--- config.mk ---
export PLATFORM = sky130hd
export DESIGN_NAME = reg_port_arbiter
export DESIGN_NICKNAME = d
export VERILOG_FILES = /design/src/rtl/reg_port_arbiter.sv
export SDC_FILE = /design/constraint.sdc
export NUM_CORES = 1
export LEC_CHECK = 0
export ABC_CLOCK_PERIOD_IN_PS = 3700
export BUFFER_PORTS_ARGS = -buffer_cell sky130_fd_sc_hd__buf_2
export CORE_ASPECT_RATIO = 0.6
export CORE_MARGIN = 5
export CORE_UTILIZATION = 46
export DETAILED_ROUTE_END_ITERATION = 10
export MAX_ROUTING_LAYER = met4
export PLACE_DENSITY_LB_ADDON = 0.2
export SLEW_MARGIN = 20
export SYNTH_ARGS = -nofsm -noshare
export SYNTH_HDL_FRONTEND = slang
export SYNTH_SLANG_ARGS = --single-unit
--- constraint.sdc ---
create_clock -name clk -period 3.7 [get_ports clk]
set_clock_uncertainty 0.05 [all_clocks]
set_input_delay 0.555 -clock clk [delete_from_list [all_inputs] [get_ports clk]]
set_output_delay 0.555 -clock clk [all_outputs]
set_load 0.02 [all_outputs]
--- src/rtl/reg_port_arbiter.sv ---
// reg_port_arbiter: shares one settings-register access port between NUM_REQ
// requesters with round-robin arbitration and one transaction in flight.
// Each transaction is IDLE -> ISSUE -> DONE. ack pulses for one cycle in DONE
// and carries rdata and rd_err.
// Optional feature: define REG_PORT_ARB_RDBACK_EN to follow every write with a
// one-cycle VERIFY readback that compares the port data against the written
// value and reports the result on rd_err.
module reg_port_arbiter #(
  parameter int NUM_REQ = 2,
  parameter int ADDR_W  = 7,
  parameter int DATA_W  = 32
) (
  input  logic                      clk,
  input  logic                      reset,
  input  logic [NUM_REQ-1:0]        req,
  input  logic [NUM_REQ-1:0]        req_we,
  input  logic [NUM_REQ*ADDR_W-1:0] req_addr,
  input  logic [NUM_REQ*DATA_W-1:0] req_wdata,
  output logic [NUM_REQ-1:0]        ack,
  output logic [DATA_W-1:0]         rdata,
  output logic                      rd_err,
  output logic [1:0]                grant_id,
  output logic                      busy,
  output logic [1:0]                reg_enable,
  output logic [ADDR_W-1:0]         reg_addr,
  output logic [DATA_W-1:0]         reg_datain,
  input  logic [DATA_W-1:0]         reg_dataout
);

  localparam logic [1:0] IDLE   = 2'd0;
  localparam logic [1:0] ISSUE  = 2'd1;
  localparam logic [1:0] DONE   = 2'd2;
`ifdef REG_PORT_ARB_RDBACK_EN
  localparam logic [1:0] VERIFY = 2'd3;
`endif

  localparam logic [NUM_REQ-1:0] ONE_HOT0 = {{(NUM_REQ-1){1'b0}}, 1'b1};

  logic [1:0]         r_state;
  logic [1:0]         r_rr_ptr;
  logic               r_we;
  logic [NUM_REQ-1:0] r_ack;
  logic [DATA_W-1:0]  r_rdata;
  logic [1:0]         r_grant_id;
  logic               r_busy;
  logic [1:0]         r_reg_enable;
  logic [ADDR_W-1:0]  r_reg_addr;
  logic [DATA_W-1:0]  r_reg_datain;

  logic [ADDR_W-1:0]  w_addr_arr  [NUM_REQ];
  logic [DATA_W-1:0]  w_wdata_arr [NUM_REQ];
  logic [2:0]         w_scan_idx;
  logic               w_pick_valid;
  logic [1:0]         w_pick_id;
  logic               w_sel_we;
  logic [ADDR_W-1:0]  w_sel_addr;
  logic [DATA_W-1:0]  w_sel_wdata;
  logic [1:0]         w_rr_next;

  // Unpack the flat per-requester address and data buses
  genvar gi;
  generate
    for (gi = 0; gi < NUM_REQ; gi++) begin : g_unpack
      assign w_addr_arr[gi]  = req_addr[gi*ADDR_W +: ADDR_W];
      assign w_wdata_arr[gi] = req_wdata[gi*DATA_W +: DATA_W];
    end
  endgenerate

  // Round-robin pick: scan offsets from the far end down to 0 so the requester
  // closest to rr_ptr (at or after it, wrapping) is the one left selected
  always_comb begin
    w_pick_valid = 1'b0;
    w_pick_id    = 2'd0;
    w_scan_idx   = 3'd0;
    for (int k = NUM_REQ - 1; k >= 0; k--) begin
      w_scan_idx = {1'b0, r_rr_ptr} + 3'(k);
      if (w_scan_idx >= 3'(NUM_REQ)) begin
        w_scan_idx = w_scan_idx - 3'(NUM_REQ);
      end
      if ((req & (ONE_HOT0 << w_scan_idx)) != '0) begin
        w_pick_valid = 1'b1;
        w_pick_id    = w_scan_idx[1:0];
      end
    end
  end

  // Mux out the chosen requester's transaction fields
  always_comb begin
    w_sel_we    = 1'b0;
    w_sel_addr  = '0;
    w_sel_wdata = '0;
    for (int k = 0; k < NUM_REQ; k++) begin
      if (w_pick_id == 2'(k)) begin
        w_sel_we    = req_we[k];
        w_sel_addr  = w_addr_arr[k];
        w_sel_wdata = w_wdata_arr[k];
      end
    end
  end

  // Pointer moves to the requester after the one just served
  assign w_rr_next = (r_grant_id == 2'(NUM_REQ - 1)) ? 2'd0 : r_grant_id + 2'd1;

  // Transaction FSM; every output is a register loaded on the edge that enters
  // the state in which it must be visible
  always_ff @(posedge clk or posedge reset) begin
    if (reset) begin
      r_state      <= IDLE;
      r_rr_ptr     <= 2'd0;
      r_we         <= 1'b0;
      r_ack        <= '0;
      r_rdata      <= '0;
      r_grant_id   <= 2'd0;
      r_busy       <= 1'b0;
      r_reg_enable <= 2'b00;
      r_reg_addr   <= '0;
      r_reg_datain <= '0;
    end else begin
      r_ack <= '0;
      case (r_state)
        IDLE: begin
          if (w_pick_valid) begin
            r_state      <= ISSUE;
            r_busy       <= 1'b1;
            r_grant_id   <= w_pick_id;
            r_we         <= w_sel_we;
            r_reg_addr   <= w_sel_addr;
            r_reg_datain <= w_sel_wdata;
            r_reg_enable <= {1'b1, ~w_sel_we};
          end
        end
        ISSUE: begin
          if (!r_we) begin
            r_rdata <= reg_dataout;
          end
`ifdef REG_PORT_ARB_RDBACK_EN
          if (r_we) begin
            r_state      <= VERIFY;
            r_reg_enable <= 2'b11;
          end else begin
            r_state      <= DONE;
            r_reg_enable <= 2'b00;
            r_ack        <= ONE_HOT0 << r_grant_id;
          end
`else
          r_state      <= DONE;
          r_reg_enable <= 2'b00;
          r_ack        <= ONE_HOT0 << r_grant_id;
`endif
        end
`ifdef REG_PORT_ARB_RDBACK_EN
        VERIFY: begin
          r_rdata      <= reg_dataout;
          r_state      <= DONE;
          r_reg_enable <= 2'b00;
          r_ack        <= ONE_HOT0 << r_grant_id;
        end
`endif
        DONE: begin
          r_state  <= IDLE;
          r_busy   <= 1'b0;
          r_rr_ptr <= w_rr_next;
        end
        default: begin
          r_state      <= IDLE;
          r_busy       <= 1'b0;
          r_reg_enable <= 2'b00;
        end
      endcase
    end
  end

`ifdef REG_PORT_ARB_RDBACK_EN
  logic r_rd_err;

  // Readback verdict is loaded with the ack and cleared once DONE is left
  always_ff @(posedge clk or posedge reset) begin
    if (reset) begin
      r_rd_err <= 1'b0;
    end else if (r_state == VERIFY) begin
      r_rd_err <= (reg_dataout != r_reg_datain);
    end else if (r_state == DONE) begin
      r_rd_err <= 1'b0;
    end
  end

  assign rd_err = r_rd_err;
`else
  assign rd_err = 1'b0;
`endif

  assign ack        = r_ack;
  assign rdata      = r_rdata;
  assign grant_id   = r_grant_id;
  assign busy       = r_busy;
  assign reg_enable = r_reg_enable;
  assign reg_addr   = r_reg_addr;
  assign reg_datain = r_reg_datain;

endmodule

==> results.toml <==
[critical_path]
r2r_slack_ns = 1.77
arrival_ns = 2.13
slowest_stage = "nor2b_4"
slowest_delay_ns = 0.59
crit_start = "r_rr_ptr[0]"
worst-setup-path-type = "flop to flop"
worstPathMaxFanout = 42
r2r-start = "r_rr_ptr[0]"
cpLargestDelayFamily = "simple AND/OR/NAND/NOR gates"
required_ns = 3.90
crit_buf_inv = 1
cp-start-kind = "flop"
crit_path_end_kind = "flop"
worstPathCellList = "nor2b_4, buf_4, o21ai_0, a31oi_1"

[min_path]
hp-class = "input pin to asynchronous set/reset pin"

[clock_tree]
cts.path.max_buffers = 2
cts-root-buf = "clkbuf_16"
cts_buffers = 9
cts_tree = "yes"
ctsHoldBuffers = 0
cts_setup_buffers = 0
cts_sinks = 83
clk_pin_slew_worst_paths_ns = 0.06
ctsHtreeMaxLevel = 3
clock_latency_ns = 0.33
ctsResizeCount = 0

[synthesis]
synth_fp_nets = 460
syn_inst = 344
synth_cell_types = 24
yosysWarnings = 0
yosysSeqAreaShare_pct = 53.6
avgSynthCellArea_um2 = 11.3
ys_ff_latch = 83
syn-cell-area_mm2 = 0.00388

[outcome]
status = "finished, final reports clean"

[power]
pwr_density_cell_mw_per_mm2 = 913
p_leak_nw = 2.33
max-vdd-ir-drop_v = 0.000499
total_power_mw = 4.68

[detailed_routing]
route.final.wire_length_mm = 11.9
antenna_left = 0
viasPerCell = 5.67
firstDrtPassIters = 5
drc_errors = 0
drt_iter0_markers = 215
wire_per_inst_um = 18.9
num_vias = 3564

[place]
globalplace.congestion = 0.790
dpl.hpwl_mm = 8.29
port_buffers = 193

[grt]
grt_remaining_overflow = 0
antenna_found_initial = 0
first_global_vias = 3525
grtUsageTotal_pct = 23.6
grt_max_degree = 51
grt_pass1_wl_mm = 18.7

[timing]
relSlewSlack_pct = 52.6
finalSetupTns_ns = 0
hold_viol = 0
max_freq_mhz = 518
finalMaxSlewViolations = 0
setup_viol_count_final = 0
tightestPinTransition_ns = 0.709
period_share_pct = 52.2
rsz0062_at_grt = "no"
period_minus_slack_ns = 1.93

[die]
core_area_mm2 = 0.00804
die_height_um = 81.1
top_level_ports = 195
die_w_um = 129
die_area_mm2 = 0.0104
initial_core_util_pct = 48.2
num_rows = 25

[finish]
fill_cells = 674
layout-drive-gt1-share_pct = 50.2
area_growth_pct = 32.1
nets = 632

[flow_run]
cap_viol_max_count = 0
worst register-to-register path: stages, from the launching register on:
cell,delay (ns)
dfrtp_1,0.43
nor2b_4,0.59
buf_4,0.43
o21ai_0,0.15
a31oi_1,0.19
per-stage QoR:
stage / hold slack (ns) / std cells / utilization [%] / worst slack [ns] / instance area, um2
2_1_floorplan: 0.400 / 344 / - / 0.958 / 3880
3_3_place_gp: 0.424 / 613 / 60.2 / 1.63 / 4840
3_5_place_dp: 0.425 / 613 / 60.2 / 1.58 / 4840
4_1_cts: 0.226 / 628 / 63.7 / 1.79 / 5120
5_1_grt: 0.259 / 628 / 63.7 / 1.62 / 5120
6_report: 0.218 / 629 / 63.7 / 1.77 / 5120
metal layers:
| layer | global-route usage, % | vias up | share of wire (%) |
|---|---|---|---|
| met2 | 36.3 | 216 | 47 |
| li1 | - | 1636 | - |
| met5 | - | - | 0 |
| met1 | 31.6 | 1702 | 41 |
| met3 | 6.83 | 10 | 12 |
| met4 | 4.72 | 0 | 0.95 |
logic make-up (layout without fill, tap and decap cells):
family,count (synthesis),after routing,synth area share (%)
AO/OA/AOI/OAI,126,126,20.7
buffers and inverters,45,221,5.81
flip-flops,83,83,53.6
multiplexers,33,33,9.68
other,1,2,0.0967
AND/OR/NAND/NOR,56,56,10.1
worst paths after layout:
| check | endpoint | cells after the start |
|---|---|---|
| setup / recovery | reg_datain[30] | 4 |
| hold / removal | rdata[15] | 2 |
| setup reg to reg | reg_datain[30] | 4 |
| hold reg to reg | r_rr_ptr[1] | 2 |
| max in group asynchronous | reg_datain[0] | 3 |
| min in group clk | rdata[2] | 2 |
where the power goes:
group / total, mW / switching [mW] / internal, mW
clock network: 0.843 / 0.326 / 0.517
logic: 2.21 / 1.35 / 0.859
registers: 1.62 / 0.256 / 1.36
total: 4.68 / 1.93 / 2.74
area by class of cell:
| type | count | area [um2] | area share (%) |
|---|---|---|---|
| multi-input combinational | 216 | 1590 | 30.9 |
| inverter | 5 | 20.0 | 0.391 |
| clock buffer | 12 | 236 | 4.62 |
| tap | 108 | 135 | 2.64 |
| sequential | 83 | 2080 | 40.5 |
| antenna | 1 | 2.50 | 0.0489 |
| clock inverter | 3 | 40.0 | 0.782 |
| timing repair buffer | 201 | 1030 | 20.0 |
cell usage in the layout (no fill, tap or decap), types with 2 or more instances in the layout:
| cell type | Yosys | routed |
|---|---|---|
| nand2b_1 | 3 | 3 |
| clkinv_2 | 0 | 3 |
| inv_1 | 5 | 4 |
| mux2_2 | 32 | 32 |
| a31oi_2 | 10 | 10 |
| a31oi_1 | 70 | 70 |
| buf_2 | 3 | 193 |
| nor2_1 | 3 | 2 |
| nand3b_1 | 41 | 41 |
| clkbuf_1 | 28 | 3 |
| nor2b_1 | 3 | 2 |
| buf_4 | 4 | 8 |
| nand2_1 | 3 | 3 |
| clkbuf_16 | 0 | 9 |
| o21ai_0 | 42 | 42 |
| dfrtp_1 | 83 | 83 |
synthesized netlist by cell type:
| cell | number | area [um2] |
|---|---|---|
| nor2_1 | 3 | 11.3 |
| mux2_2 | 32 | 360 |
| nor2b_1 | 3 | 18.8 |
| a21oi_1 | 1 | 5.00 |
| clkbuf_1 | 28 | 105 |
| buf_2 | 3 | 15.0 |
| nor3b_1 | 1 | 7.51 |
| conb_1 | 1 | 3.75 |
| a31oi_1 | 70 | 438 |
| a32o_1 | 1 | 10.0 |
| nor3_1 | 1 | 5.00 |
| and3_4 | 1 | 11.3 |
| o21ba_1 | 1 | 10.0 |
| mux2_4 | 1 | 15.0 |
| nand3b_1 | 41 | 308 |
| nand2_1 | 3 | 11.3 |
| o21ai_0 | 42 | 210 |
| buf_6 | 5 | 56.3 |
| a31oi_2 | 10 | 125 |
| inv_1 | 5 | 18.8 |
| nand2b_1 | 3 | 18.8 |
| dfrtp_1 | 83 | 2080 |
| o22ai_1 | 1 | 6.26 |
| buf_4 | 4 | 30.0 |
flip-flops by register name, summed over array words and instances, names as in the netlist:
register	count
rdata	32
reg_datain	32
reg_addr	7
ack	2
grant_id	2
r_rr_ptr	2
r_state	2
reg_enable	2
busy	1
r_we	1
No activity file was read; power rests on OpenSTA's default activity.
